### config.mk
export PLATFORM = sky130hd
export DESIGN_NAME = serial_subtractor
export DESIGN_NICKNAME = d
export VERILOG_FILES = /design/src/rtl/serial_subtractor.sv
export SDC_FILE = /design/constraint.sdc
export NUM_CORES = 1
export LEC_CHECK = 0
export ABC_AREA = 1
export BUFFER_PORTS_ARGS = -buffer_cell sky130_fd_sc_hd__buf_2
export CAP_MARGIN = 20
export CORE_AREA = 4 4 46 48
export CTS_BUF_LIST = sky130_fd_sc_hd__clkbuf_8
export DETAILED_ROUTE_END_ITERATION = 8
export DIE_AREA = 0 0 50 52
export GPL_ROUTABILITY_DRIVEN = 0
export PLACE_DENSITY_LB_ADDON = 0.2
export SYNTH_ARGS = -nofsm -noshare
export SYNTH_HDL_FRONTEND = slang
export SYNTH_SLANG_ARGS = --single-unit
export TNS_END_PERCENT = 5
### constraint.sdc
create_clock -name clk -period 1.3 [get_ports clk]
set_input_delay 0.195 -clock clk [delete_from_list [all_inputs] [get_ports clk]]
set_output_delay 0.195 -clock clk [all_outputs]
set_load 0.02 [all_outputs]
### src/rtl/serial_subtractor.sv
// Bit-serial W-bit subtractor: D = A - B - Bi, LSB first.
// One bit per RUN cycle; result and borrow appear together with done.
module serial_subtractor #(
  parameter int W = 4
) (
  input  logic         clk,
  input  logic         rst_n,
  input  logic         start,
  input  logic [W-1:0] A,
  input  logic [W-1:0] B,
  input  logic         Bi,
  output logic         busy,
  output logic         done,
  output logic [W-1:0] D,
  output logic         Bo
);

  localparam int CW = $clog2(W + 1);
  localparam logic [CW-1:0] LAST = CW'(W - 1);

  typedef enum logic {
    IDLE = 1'b0,
    RUN  = 1'b1
  } state_e;

  state_e state_q;
  state_e state_d;

  logic [CW-1:0] cnt_q;
  logic [CW-1:0] cnt_d;
  logic [W-1:0]  a_q;
  logic [W-1:0]  a_d;
  logic [W-1:0]  b_q;
  logic [W-1:0]  b_d;
  logic          br_q;
  logic          br_d;
  logic [W-1:0]  res_q;
  logic [W-1:0]  res_d;
  logic [W-1:0]  d_q;
  logic [W-1:0]  d_d;
  logic          bo_q;
  logic          bo_d;
  logic          done_q;
  logic          done_d;

  logic          accept;
  logic          last;
  logic          bit_d;
  logic          bit_br;
  logic [W-1:0]  res_nxt;

  assign accept = (state_q == IDLE) && start;
  assign last   = (state_q == RUN) && (cnt_q == LAST);

  // Full-subtractor cell on the current LSBs
  assign bit_d   = a_q[0] ^ b_q[0] ^ br_q;
  assign bit_br  = (~a_q[0] & b_q[0])
                 | (~(a_q[0] ^ b_q[0]) & br_q);
  assign res_nxt = {bit_d, res_q[W-1:1]};

  always_ff @(posedge clk or negedge rst_n) begin
    if (!rst_n) begin
      state_q <= IDLE;
    end else begin
      state_q <= state_d;
    end
  end

  always_comb begin
    state_d = state_q;
    unique case (state_q)
      IDLE: if (start) state_d = RUN;
      RUN:  if (cnt_q == LAST) state_d = IDLE;
      default: state_d = IDLE;
    endcase
  end

  always_comb begin
    busy = (state_q == RUN);
    done = done_q;
    D    = d_q;
    Bo   = bo_q;
  end

  always_comb begin
    cnt_d  = cnt_q;
    a_d    = a_q;
    b_d    = b_q;
    br_d   = br_q;
    res_d  = res_q;
    d_d    = d_q;
    bo_d   = bo_q;
    done_d = 1'b0;
    unique case (1'b1)
      accept: begin
        cnt_d = '0;
        a_d   = A;
        b_d   = B;
        br_d  = Bi;
        res_d = '0;
      end
      (state_q == RUN): begin
        cnt_d = cnt_q + 1'b1;
        a_d   = a_q >> 1;
        b_d   = b_q >> 1;
        br_d  = bit_br;
        res_d = res_nxt;
        if (last) begin
          d_d    = res_nxt;
          bo_d   = bit_br;
          done_d = 1'b1;
        end
      end
      default: ;
    endcase
  end

  always_ff @(posedge clk or negedge rst_n) begin
    if (!rst_n) begin
      cnt_q  <= '0;
      a_q    <= '0;
      b_q    <= '0;
      br_q   <= 1'b0;
      res_q  <= '0;
      d_q    <= '0;
      bo_q   <= 1'b0;
      done_q <= 1'b0;
    end else begin
      cnt_q  <= cnt_d;
      a_q    <= a_d;
      b_q    <= b_d;
      br_q   <= br_d;
      res_q  <= res_d;
      d_q    <= d_d;
      bo_q   <= bo_d;
      done_q <= done_d;
    end
  end

endmodule

==> summary.md <==
| Metric | Value |
|---|---|
| Initial DRC count | 8 |
| Distinct cells, synth | 14 |
| Antenna Nets Post-Route | 0 |
| Avg WL per Cell | 11.21 µm |
| Critical Path Max Stage Delay | 0.40 ns |
| Worst-margin pin slew | 0.4797 ns |
| Largest net degree at the start of global routing | 23 |
| # IOs | 19 |
| CTS tree | done |
| Clock share of power | 18.2% |
| Final-layout fill cell count | 143 |
| Setup crit start kind | flip-flop |
| Hold Slack | 0.1684 ns |
| Clock Skew | 0.001332 ns |
| Diodes inserted | 0 |
| Drt via density | 4.769 |
| H-tree Lvls | 1 |
| Cells along the critical path | ha_1 -> ha_1 -> nand2_4 -> buf_12 -> o21ai_0 |
| Final TNS setup | 0 ns |
| CP bufs+invs | 1 |
| CTS clock-pin slew for the worst setup and hold paths | 0.08 ns |
| First-pass GRT wire length | 2835 µm |
| Synth area leaders | dfrtp_1 (60%), nand2_1 (13%), nand3_1 (8.7%) |
| Post-synth top cells | nand2_1 (33), dfrtp_1 (22), nand3_1 (16), inv_1 (8), o21ai_0 (8) |
| CTS Sinks | 22 |
| Hold crit path type | in -> reg |
| Endpoints failing setup | 0 |
| FFs w/ async S/R, synth | 100.0% |
| Status | complete, no violations |
| Syn_nets | 114 |
| Gr usage total | 14.44% |
| Share of layout cells above drive strength 1 | 24.59% |
| PwrDens | 2293 nW/µm² |
| Post-synthesis register bit count | 22 |
| Tcrit/Tclk final | 94.27% |
| Number of global-route vias before repair | 643 |
| Core ar. | 1708 µm² |
| Final Hold Fails | 0 |
| Vias | 701 |
| Critical path class | reg -> reg |
| Ys flop type | dfrtp_1 |
| Internal power | 1.639 mW |
| Critical path endpoint category | flip-flop |
| Initial Utilization | 53.99% |
| Combinational Power Share | 37.7% |
| Core Util, Final | 66.45% |
| Biggest area consumer among synthesized cells | dfrtp_1 |
| Nets | 138 |
| Post-synth EDFFs | 0 |
| Die Wd | 50 µm |
| Gr ovfl total | 0 |
| Drc violations | 0 |
| Netlist Area Pre-Place | 922.1 µm² |
| LEAKAGE | 0.6022 nW |
| Post-Route WL | 1648 µm |
| Peak fanout along the critical path | 9 |
| Skew-Pair Late Insertion Delay | 0.25 ns |
| Top-count cell post-synth | nand2_1 |
| Clock Tree Root | clkbuf_8 |
| Initial antenna violation count | 0 |
| P&R area growth vs syn | 23.07% |
| Yosys top cell area share | 59.70% |
| RSZ-0062 raised after global routing | false |
| Switching Share | 37.01% |
| VDD IR max | 1200 µV |
| Arrival time worst endpoint | 1.36 ns |
| Seq pwr share | 44.1% |
| Crit-path leading delay family | adder cells |
| # Max-Cap Violations | 0 |
| Row cnt | 15 |
| CP Data Required Time | 1.44 ns |
| Syn. warnings | 0 |
| Die Y | 52 µm |
| Avg Cell Area, Syn | 9.314 µm² |
| Area of the multi-input gates | 320.3 µm² |
| IO Port Bufs | 18 |
| Final min period | 1.226 ns |
| HPWL after DPL | 1126 µm |
| TritonCTS Buffers | 3 |
| Reg area | 551.8 µm² |
| Seq/Total Area, Yosys | 59.70% |
| Slew Limit Fails | 0 |
| Die Footprint | 2600 µm² |
| Most used cell, CP | ha_1 |
| Router iterations before antenna repair | 4 |
| Slew HR | 68.02% |
| Reg-to-reg slack, setup | 0.07 ns |
| Clock Tree Buf Depth | 2 |
| Psw | 963.3 µW |
| Synthesized instance count | 99 |
| Fmax | 0.8160 GHz |
| Slowest stage cell, crit path | dfrtp_1 |
-- per-layer routing --
metal | vias up | GRT usage, % | routed length (µm)
met5 | - | 0 | 0
met4 | 0 | 6.912 | 13
met3 | 2 | 2.579 | 74
met2 | 15 | 23.26 | 790
met1 | 327 | 18.74 | 770
li1 | 357 | - | -
-- cell type report --
type | instances | share of cell area, %
flip-flops and latches | 22 | 48.62
multi-input cells | 64 | 28.22
repair buffers | 23 | 12.57
clock buffers | 4 | 4.851
inverters | 9 | 2.977
well taps | 25 | 2.756
-- tightest hold or removal path, cell delays in order --
cell and delay [ns]:
buf_2 0.07, nand3_1 0.06, nand2_1 0.06
-- through the flow --
stage	instance area (µm²)	cells	power (mW)	setup slack (ns)
final	1135	147	2.603	0.07444
after global routing	1135	147	2.828	0.03794
after CTS	1109	146	2.572	0.01475
after detailed placement	1044	141	2.064	0.07492
after global placement	1044	141	2.036	0.1203
after floorplan	922.1	99	1.789	0.1456
-- timing repair --
| action | 4_1_cts | 5_1_grt |
|---|---|---|
| resized for setup | 0 | 2 |
| endpoints found under the hold margin | 22 | 0 |
| endpoints found under the setup margin | 0 | 1 |
| hold buffers | 1 | 0 |
| buffers inserted | 0 | 1 |
-- registers in the layout (all words and copies together) (netlist names) --
register and flops:
busy 1, cnt_q 3, b_q 4, done 1, a_q 4, br_q 1
res_q 3, D 4, Bo 1
-- power by group through the flow --
stage	Sequential, mW	Combinational, mW	Clock (mW)
floorplan	1.22	0.568	0
global placement	1.15	0.889	0
detailed placement	1.15	0.910	0
CTS	1.14	0.942	0.488
global route	1.18	1.13	0.514
finish	1.15	0.981	0.474
-- worst paths after layout --
kind,from,end,cells past startpoint
max,cnt_q[0],D[1],5
min,B[3],b_q[3],3
max reg2reg,cnt_q[0],D[1],5
min reg2reg,D[0],D[0],2
max in group asynchronous,rst_n,busy,2
min in group asynchronous,rst_n,D[1],2
-- logic make-up (layout without fill, tap and decap cells) --
logic type | Yosys count | after routing | synth area share (%)
and+or+nand+nor | 52 | 52 | 24.42
DFF | 22 | 22 | 59.70
buffers and inverters | 13 | 36 | 6.105
AOI/OAI and AO/OA | 9 | 9 | 4.884
adders and majority gates | 3 | 3 | 4.884
-- cell usage in the layout (no fill, tap or decap) --
cell	synthesis	layout
dfrtp_2	0	1
clkbuf_8	0	4
nor2_4	1	1
dfrtp_1	22	21
buf_4	1	3
buf_12	0	1
nand2_4	0	1
buf_2	3	18
nand2_1	33	33
fa_1	1	1
dlygate4sd3_1	0	1
o21ai_0	8	8
o21ai_1	1	1
nor2_1	1	1
inv_1	8	8
ha_1	2	2
nand3_1	16	16
inv_2	1	1
No activity file was read; power rests on OpenSTA's default activity.
